<file path="src/rtl/prog_loader_pkg.sv">
// ============================================================================
// Package : prog_loader_pkg
// Brief   : Shared constants and state encoding for the program loader.
// Rev     : 1.0 - initial release
// ============================================================================
`default_nettype none

package prog_loader_pkg;

    localparam int BYTES_PER_WORD = 4;
    localparam int COUNT_WIDTH    = 16;
    localparam int STATE_WIDTH    = 3;

    typedef logic [STATE_WIDTH-1:0] state_t;

    localparam state_t S_IDLE   = 3'd0;
    localparam state_t S_HDR_HI = 3'd1;
    localparam state_t S_HDR_LO = 3'd2;
    localparam state_t S_DATA   = 3'd3;
    localparam state_t S_CHK    = 3'd4;
    localparam state_t S_DONE   = 3'd5;
    localparam state_t S_ERR    = 3'd6;

    // True while a frame is being received (CPU must be held)
    function automatic logic is_loading(input state_t s);
        return (s == S_HDR_HI) || (s == S_HDR_LO) || (s == S_DATA) || (s == S_CHK);
    endfunction

endpackage

`default_nettype wire

</file>
<file path="src/rtl/prog_loader_word_asm.sv">
// ============================================================================
// Module  : prog_loader_word_asm
// Brief   : Shifts bytes into a big-endian word and strobes when a word is
//           complete. o_word_done marks the 4th byte as it is accepted;
//           o_word_valid is the registered strobe one cycle later, when
//           o_word holds the assembled word.
// Rev     : 1.0 - initial release
// ============================================================================
`default_nettype none

module prog_loader_word_asm
    import prog_loader_pkg::*;
#(
    parameter int DATA_WIDTH = 32
) (
    input  logic                  clk,
    input  logic                  rst_n,
    input  logic                  i_clr,
    input  logic                  i_byte_valid,
    input  logic [7:0]            i_byte_data,
    output logic                  o_word_done,
    output logic                  o_word_valid,
    output logic [DATA_WIDTH-1:0] o_word
);

    localparam int              CNT_W  = $clog2(BYTES_PER_WORD);
    localparam logic [CNT_W-1:0] c_LAST = CNT_W'(BYTES_PER_WORD - 1);

    logic [CNT_W-1:0]      r_cnt;
    logic                  r_valid;
    logic [DATA_WIDTH-1:0] r_word;
    logic                  w_last;

    assign w_last       = i_byte_valid && (r_cnt == c_LAST);
    assign o_word_done  = w_last;
    assign o_word_valid = r_valid;
    assign o_word       = r_word;

    // Byte counter, shift register (new byte enters at the LSB end) and strobe
    always_ff @(posedge clk) begin
        if (!rst_n) begin
            r_cnt   <= '0;
            r_valid <= 1'b0;
            r_word  <= '0;
        end else begin
            r_valid <= w_last && !i_clr;
            if (i_clr) begin
                r_cnt <= '0;
            end else if (i_byte_valid) begin
                r_cnt <= r_cnt + CNT_W'(1);
            end
            if (i_byte_valid) begin
                r_word <= {r_word[DATA_WIDTH-9:0], i_byte_data};
            end
        end
    end

endmodule

`default_nettype wire

</file>
<file path="src/rtl/prog_loader.sv">
// ============================================================================
// Module  : prog_loader
// Brief   : UART byte-stream program loader. Parses a 16-bit big-endian word
//           count header, assembles 32-bit big-endian words and writes them to
//           program RAM from address 0 upward while holding the CPU in reset.
// Options : define PROG_LOADER_CHECKSUM_EN to require a trailing XOR checksum
//           byte covering every header and data byte.
// Rev     : 1.0 - initial release
// ============================================================================
`default_nettype none

module prog_loader
    import prog_loader_pkg::*;
#(
    parameter int DATA_WIDTH     = 32,
    parameter int ADDR_WIDTH     = 6,
    parameter int TIMEOUT_CYCLES = 1000000
) (
    input  logic                  clk,
    input  logic                  rst_n,
    input  logic                  start,
    input  logic [7:0]            rx_data,
    input  logic                  rx_valid,
    output logic [DATA_WIDTH-1:0] ram_data,
    output logic [ADDR_WIDTH-1:0] ram_addr,
    output logic                  ram_we,
    output logic                  busy,
    output logic                  done,
    output logic                  error,
    output logic                  cpu_hold
);

    localparam int                     TMO_W       = $clog2(TIMEOUT_CYCLES + 1);
    localparam logic [TMO_W-1:0]       c_TMO_LAST  = TMO_W'(TIMEOUT_CYCLES - 1);
    localparam logic [COUNT_WIDTH-1:0] c_MAX_WORDS = COUNT_WIDTH'(2 ** ADDR_WIDTH);
`ifdef PROG_LOADER_CHECKSUM_EN
    localparam state_t                 c_END_STATE = S_CHK;
`else
    localparam state_t                 c_END_STATE = S_DONE;
`endif

    state_t                 r_state;
    state_t                 w_next;
    logic [7:0]             r_hdr_hi;
    logic [ADDR_WIDTH-1:0]  r_widx;
    logic [ADDR_WIDTH-1:0]  r_last_idx;
    logic [ADDR_WIDTH-1:0]  r_addr;
    logic [TMO_W-1:0]       r_tmo;
    logic [COUNT_WIDTH-1:0] w_count;
    logic                   w_busy;
    logic                   w_launch;
    logic                   w_tmo_hit;
    logic                   w_data_byte;
    logic                   w_word_done;
    logic                   w_word_valid;
    logic [DATA_WIDTH-1:0]  w_word;
`ifdef PROG_LOADER_CHECKSUM_EN
    logic [7:0]             r_xsum;
`endif

    assign w_count     = {r_hdr_hi, rx_data};
    assign w_busy      = is_loading(r_state);
    assign w_launch    = start && ((r_state == S_IDLE) || (r_state == S_DONE) || (r_state == S_ERR));
    assign w_tmo_hit   = w_busy && !rx_valid && (r_tmo == c_TMO_LAST);
    assign w_data_byte = (r_state == S_DATA) && rx_valid;

    prog_loader_word_asm #(
        .DATA_WIDTH (DATA_WIDTH)
    ) u_word_asm (
        .clk          (clk),
        .rst_n        (rst_n),
        .i_clr        (w_launch),
        .i_byte_valid (w_data_byte),
        .i_byte_data  (rx_data),
        .o_word_done  (w_word_done),
        .o_word_valid (w_word_valid),
        .o_word       (w_word)
    );

    // State register
    always_ff @(posedge clk) begin
        if (!rst_n) begin
            r_state <= S_IDLE;
        end else begin
            r_state <= w_next;
        end
    end

    // Next-state logic; the frame ends as the last data byte is accepted, so
    // its RAM write lands in the following cycle alongside a possible
    // checksum byte.
    always_comb begin
        w_next = r_state;
        case (r_state)
            S_IDLE, S_DONE, S_ERR: begin
                if (start) w_next = S_HDR_HI;
            end
            S_HDR_HI: begin
                if (rx_valid) w_next = S_HDR_LO;
            end
            S_HDR_LO: begin
                if (rx_valid) begin
                    if (w_count > c_MAX_WORDS) begin
                        w_next = S_ERR;
                    end else if (w_count == '0) begin
                        w_next = c_END_STATE;
                    end else begin
                        w_next = S_DATA;
                    end
                end
            end
            S_DATA: begin
                if (w_word_done && (r_widx == r_last_idx)) w_next = c_END_STATE;
            end
`ifdef PROG_LOADER_CHECKSUM_EN
            S_CHK: begin
                if (rx_valid) w_next = (rx_data == r_xsum) ? S_DONE : S_ERR;
            end
`endif
            default: w_next = S_IDLE;
        endcase
        if (w_tmo_hit) w_next = S_ERR;
    end

    // Header capture, word index, write address and inter-byte timeout
    always_ff @(posedge clk) begin
        if (!rst_n) begin
            r_hdr_hi   <= '0;
            r_widx     <= '0;
            r_last_idx <= '0;
            r_addr     <= '0;
            r_tmo      <= '0;
        end else if (w_launch) begin
            r_widx <= '0;
            r_tmo  <= '0;
        end else begin
            if (w_busy) begin
                r_tmo <= rx_valid ? '0 : r_tmo + TMO_W'(1);
            end
            if ((r_state == S_HDR_HI) && rx_valid) begin
                r_hdr_hi <= rx_data;
            end
            if ((r_state == S_HDR_LO) && rx_valid) begin
                r_last_idx <= ADDR_WIDTH'(w_count - COUNT_WIDTH'(1));
            end
            // Index wraps to 0 after the last of 2**ADDR_WIDTH words; the FSM
            // has left DATA by then so no further write follows.
            if (w_word_done) begin
                r_addr <= r_widx;
                r_widx <= r_widx + ADDR_WIDTH'(1);
            end
        end
    end

`ifdef PROG_LOADER_CHECKSUM_EN
    // Running XOR over header and data bytes of the current frame
    always_ff @(posedge clk) begin
        if (!rst_n) begin
            r_xsum <= '0;
        end else if (w_launch) begin
            r_xsum <= '0;
        end else if (rx_valid && ((r_state == S_HDR_HI) || (r_state == S_HDR_LO) || (r_state == S_DATA))) begin
            r_xsum <= r_xsum ^ rx_data;
        end
    end
`endif

    assign ram_data = w_word;
    assign ram_addr = r_addr;
    assign ram_we   = w_word_valid && (r_state != S_ERR);
    assign busy     = w_busy;
    assign cpu_hold = w_busy;
    assign done     = (r_state == S_DONE);
    assign error    = (r_state == S_ERR);

endmodule

`default_nettype wire

</file>
<file path="config.mk">
export PLATFORM = sky130hd
export DESIGN_NAME = prog_loader
export DESIGN_NICKNAME = d
export VERILOG_FILES = /design/src/rtl/prog_loader_pkg.sv /design/src/rtl/prog_loader_word_asm.sv /design/src/rtl/prog_loader.sv
export SDC_FILE = /design/constraint.sdc
export NUM_CORES = 1
export LEC_CHECK = 0
export BUFFER_PORTS_ARGS = -buffer_cell sky130_fd_sc_hd__buf_4
export CAP_MARGIN = 5
export CORE_UTILIZATION = 35
export CTS_CLUSTER_SIZE = 28
export DETAILED_ROUTE_END_ITERATION = 8
export MAX_ROUTING_LAYER = met4
export PLACE_DENSITY_LB_ADDON = 0.08
export SKIP_LAST_GASP = 1
export SLEW_MARGIN = 20
export SYNTH_ARGS = -nofsm -noshare
export SYNTH_HDL_FRONTEND = slang
export SYNTH_SLANG_ARGS = --single-unit
</file>
<file path="constraint.sdc">
create_clock -name clk -period 2.5 [get_ports clk]
set_input_delay 0 -clock clk [delete_from_list [all_inputs] [get_ports clk]]
set_output_delay 0 -clock clk [all_outputs]
set_load 0.02 [all_outputs]
</file>
==> impl_results.html <==
<table>
<tr><th>Metric</th><th>Value</th></tr>
<tr><th colspan="2">Critical path</th></tr>
<tr><td>Count of buffer and inverter cells on the critical path</td><td>2</td></tr>
<tr><td>Required time of the worst setup path</td><td>2.50 ns</td></tr>
<tr><td>Path depth of the worst reg2reg path</td><td>6</td></tr>
<tr><td>Path type of the worst setup path</td><td>reg -&gt; out</td></tr>
<tr><td>Critical register-to-register path startpoint</td><td>r_state[2]$_SDFFE_PN0P_</td></tr>
<tr><td>Critical Path Slowest Stage Cell</td><td>or3_1</td></tr>
<tr><td>Start point of the critical path</td><td>r_state[2]$_SDFFE_PN0P_</td></tr>
<tr><td>Nature of the critical path startpoint</td><td>flip-flop</td></tr>
<tr><td>Crit-path max cell delay</td><td>about 0.5 ns</td></tr>
<tr><td>Reg-to-reg endpoint</td><td>r_tmo[1]$_SDFFE_PP0N_</td></tr>
<tr><td>Critical path's top delay family</td><td>simple AND/OR/NAND/NOR gates</td></tr>
<tr><td>Type of destination of the critical path</td><td>output port</td></tr>
<tr><td>Critical Path AT</td><td>2.12 ns</td></tr>
<tr><td>Cell Chain, Critical Path</td><td>or3_1 &gt; nand2_1 &gt; inv_1 &gt; buf_4</td></tr>
<tr><td>Worst-case register-to-register setup slack</td><td>0.45 ns</td></tr>
<tr><td>Highest net fanout along the worst path</td><td>14</td></tr>
<tr><th colspan="2">Synthesis</th></tr>
<tr><td>Most used flip-flop cell after synthesis</td><td>dfxtp_1</td></tr>
<tr><td>Synth cell types</td><td>49</td></tr>
<tr><td>Fraction of post-synthesis cell area in the top cell type by area</td><td>between 40% and 50%</td></tr>
<tr><td>Top post-synthesis cells by area</td><td>dfxtp_1 (45%), nand2_1 (9.4%), a21oi_1 (7.7%)</td></tr>
<tr><td>Most repeated cell in the gate-level netlist after synthesis</td><td>nand2_1</td></tr>
<tr><td>Fraction of registers with async set or reset after synthesis</td><td>0%</td></tr>
<tr><td>Number of synthesized register bits</td><td>between 80 and 90</td></tr>
<tr><td>Ys Warns</td><td>0</td></tr>
<tr><td>Commonest cells in the netlist</td><td>nand2_1 (94), dfxtp_1 (84), a21oi_1 (58), nor2_1 (41), xnor2_1 (16)</td></tr>
<tr><td>Number of flops mapped to enable cells by yosys</td><td>0</td></tr>
<tr><td>Synthesized net count</td><td>approximately 480</td></tr>
<tr><td>Cell area after technology mapping</td><td>between 0.003 and 0.004 sq mm</td></tr>
<tr><td>Cell type with the largest total area after synthesis</td><td>dfxtp_1</td></tr>
<tr><td>Proportion of synthesized chip area in sequential cells</td><td>between 40 and 50%</td></tr>
<tr><td>Syn Inst Count</td><td>roughly 460</td></tr>
<tr><td>Synthesized area divided by synthesized cell count</td><td>just over 8 sq um</td></tr>
<tr><th colspan="2">Global route</th></tr>
<tr><td>Overall routing resource usage</td><td>between 10% and 20%</td></tr>
<tr><td>Largest net degree at the start of global routing</td><td>54</td></tr>
<tr><td>Total congestion overflow</td><td>0</td></tr>
<tr><td>Via count of the first global-routing pass</td><td>3086</td></tr>
<tr><td>Initial antenna violation count</td><td>0</td></tr>
<tr><td>First-pass GRT wire length</td><td>15300 um</td></tr>
<tr><th colspan="2">Status</th></tr>
<tr><td>Run status</td><td>finished clean</td></tr>
<tr><th colspan="2">STA</th></tr>
<tr><td>Max Clock Freq</td><td>0.471 GHz</td></tr>
<tr><td>Final Critical Period</td><td>2.12 ns</td></tr>
<tr><td>Relative slew slack</td><td>approximately 38%</td></tr>
<tr><td>Setup repair after global routing missed its margin</td><td>no</td></tr>
<tr><td>Total negative slack for setup checks</td><td>0 ns</td></tr>
<tr><td>Setup violation total in the final timing report</td><td>0</td></tr>
<tr><td>Hold Violations, Final</td><td>0</td></tr>
<tr><td>Final worst setup slack</td><td>0.377 ns</td></tr>
<tr><td>Clock skew after layout</td><td>a little under 0.005 ns</td></tr>
<tr><td>Final worst-path cycle share</td><td>84.9%</td></tr>
<tr><td>Slew at the pin with the worst max-slew slack</td><td>about 0.93 ns</td></tr>
<tr><td>Final-report max-slew violation count</td><td>0</td></tr>
<tr><th colspan="2">Power and ir drop</th></tr>
<tr><td>P_leak</td><td>~0.0017 uW</td></tr>
<tr><td>Total Power Consumption</td><td>about 3400 uW</td></tr>
<tr><td>PwrDens</td><td>~760 mW/mm^2</td></tr>
<tr><td>Worst vdd rail ir drop</td><td>about 320 uV</td></tr>
<tr><th colspan="2">Floorplanning</th></tr>
<tr><td>Number of rows in the core area</td><td>37</td></tr>
<tr><td>Overall die area</td><td>between 0.01 and 0.015 sq mm</td></tr>
<tr><td>Die Span Y</td><td>about 110 um</td></tr>
<tr><td>Starting density of the core</td><td>between 30% and 40%</td></tr>
<tr><td>Chip Width</td><td>around 110 um</td></tr>
<tr><td>Number of placed I/O pins</td><td>55</td></tr>
<tr><td>Core region area</td><td>a little over 0.01 sq mm</td></tr>
<tr><th colspan="2">Place</th></tr>
<tr><td>Cells after DPL</td><td>roughly 630</td></tr>
<tr><td>GP Congestion</td><td>roughly 0.8</td></tr>
<tr><td>Area after DPL</td><td>about 0.0043 sq mm</td></tr>
<tr><td>Detail Placement HPWL</td><td>roughly 6000 um</td></tr>
<tr><td>Count of port buffers added during placement</td><td>54</td></tr>
<tr><td>Post-placement worst setup slack</td><td>0.446 ns</td></tr>
<tr><th colspan="2">Clock network</th></tr>
<tr><td>CTS HTree Levels</td><td>3</td></tr>
<tr><td>Clk root buf</td><td>clkbuf_8</td></tr>
<tr><td>TritonCTS clock tree</td><td>built</td></tr>
<tr><td>Clock slew at the register clock pins of the worst setup and hold paths</td><td>~0.080 ns</td></tr>
<tr><td>Number of gates given a new drive strength after cts</td><td>0</td></tr>
<tr><td>Clock tree sinks</td><td>84</td></tr>
<tr><td>CTS max path bufs</td><td>2</td></tr>
<tr><td>Insertion delay of the later-clocked pin in the worst-skew pair</td><td>0.35 ns</td></tr>
<tr><td>Number of buffers added by the clock tree synthesis step</td><td>9</td></tr>
<tr><th colspan="2">Drt</th></tr>
<tr><td>Antenna Violating Nets Remaining</td><td>0</td></tr>
<tr><td>Average wire length per cell after detail routing</td><td>around 14 um</td></tr>
<tr><td>Wirelength, routed</td><td>slightly above 9000 um</td></tr>
<tr><td>DR pass1 iterations</td><td>4</td></tr>
<tr><td>Vias per std cell</td><td>between 4 and 5</td></tr>
<tr><td>DRC marker count from the first detailed-route iteration</td><td>~140</td></tr>
<tr><td>DRC viols</td><td>0</td></tr>
<tr><td>Total via count in the routed design</td><td>3235</td></tr>
<tr><th colspan="2">Layout</th></tr>
<tr><td>Signed area change from the synthesized netlist to the final layout</td><td>20.7%</td></tr>
<tr><td>Number of filler cells placed in the layout</td><td>1113</td></tr>
<tr><td>Antenna fix cells</td><td>0</td></tr>
<tr><td>Final cell count without fillers</td><td>around 650</td></tr>
<tr><td>Post-route standard cell area excluding fillers</td><td>~0.0045 sq mm</td></tr>
<tr><td>Number of nets in the layout</td><td>between 500 and 600</td></tr>
<tr><td>Share of layout cells above drive strength 1</td><td>approximately 16%</td></tr>
<tr><th colspan="2">Hold path</th></tr>
<tr><td>Hold Path Depth</td><td>4</td></tr>
<tr><td>Worst Min Path Start</td><td>rx_valid</td></tr>
<tr><td>Type of the worst min-delay path</td><td>in -&gt; reg</td></tr>
<tr><td>Worst Hold Endpoint</td><td>r_tmo[6]$_SDFFE_PP0N_</td></tr>
<tr><th colspan="2">Flow run</th></tr>
<tr><td>Reported max-cap violation count</td><td>0</td></tr>
</table>
## cell usage in the layout, fill, tap and decap left out, drive strengths merged, types with 3 or more instances in the layout
cell type and n:
nand4 10, xnor2 16, nand3 11, nand2 96
a211oi 6, nor2 41, o21ai 16, and3 3
dfxtp 84, mux2i 10, or4 4, nor3 6
nor4 7, a31oi 3, and4 4, or3 6
dlygate4sd3 9, buf 60, and2 5, a21oi 58
ha 5, nor2b 3, xor2 8, inv 10
clkbuf 10
## registers in the layout, summed over array words and instances, names as in the netlist
register / cells
r_tmo: 20
u_word_asm.o_word_valid: 1
ram_addr: 6
r_state: 3
r_widx: 6
u_word_asm.r_cnt: 2
r_last_idx: 6
u_word_asm.o_word: 32
r_hdr_hi: 8
## final cells by class
type | count | area [sq um] | area share [%]
Clock buffer | 10 | 128 | 2.81
Clock inverter | 6 | 63.8 | 1.40
Inverter | 9 | 33.8 | 0.744
Multi-Input combinational cell | 339 | 1920 | 42.4
Sequential cell | 84 | 1680 | 37.0
Tap cell | 136 | 170 | 3.75
Timing Repair Buffer | 69 | 541 | 11.9
## per-stage QoR
stage / util (%) / hold WS [ns]
3_5_place_dp: 41.1 / 0.239
5_1_grt: 43.8 / 0.150
4_1_cts: 43.8 / 0.104
6_report: 43.8 / 0.136
3_3_place_gp: 41.1 / 0.235
2_1_floorplan: - / 0.0956
## cell families (layout without fill, tap and decap cells)
kind of cell	count (synthesis)	after routing	share of synthesized area (%)
compound gates	95	95	15.0
simple gates	205	205	26.3
buf+inv	35	94	4.19
xor+xnor	24	24	5.59
flops	84	84	44.7
mux	10	10	2.66
fa+ha+maj	5	5	1.66
## worst max-delay path by stage
stage,endpoint,slack [ns],cells after the start
6_report,cpu_hold,0.38,4
5_1_grt,cpu_hold,0.20,4
4_1_cts,cpu_hold,0.33,4
3_5_place_dp,r_tmo[1]$_SDFFE_PP0N_,0.45,6
3_3_place_gp,r_tmo[1]$_SDFFE_PP0N_,0.49,6
2_1_floorplan,r_state[1]$_SDFFE_PN0P_,0.75,6
## report_power, final
part | internal [uW] | switching, uW
clock | 462 | 509
combinational | 367 | 590
sequential | 1410 | 114
## repair_timing
| action | CTS | global route |
|---|---|---|
| hold buffers | 9 | 0 |
| buffers inserted | 0 | 0 |
| endpoints found under the hold margin | 21 | 0 |
## layer usage
metal  GRT usage, %  wire (um)  vias to the layer above
met2           27.2       4230                       49
met3           3.34        286                       13
met4           7.54        133                        0
met1           22.7       4470                     1485
met5              -          0                        -
li1               -          -                     1688
## worst min-delay path, cell delays in order
cell	delay, ns
buf_4	0.20
o21ai_0	0.12
nand2_1	0.07
a21oi_1	0.05
(Power assumes the default switching activity.)
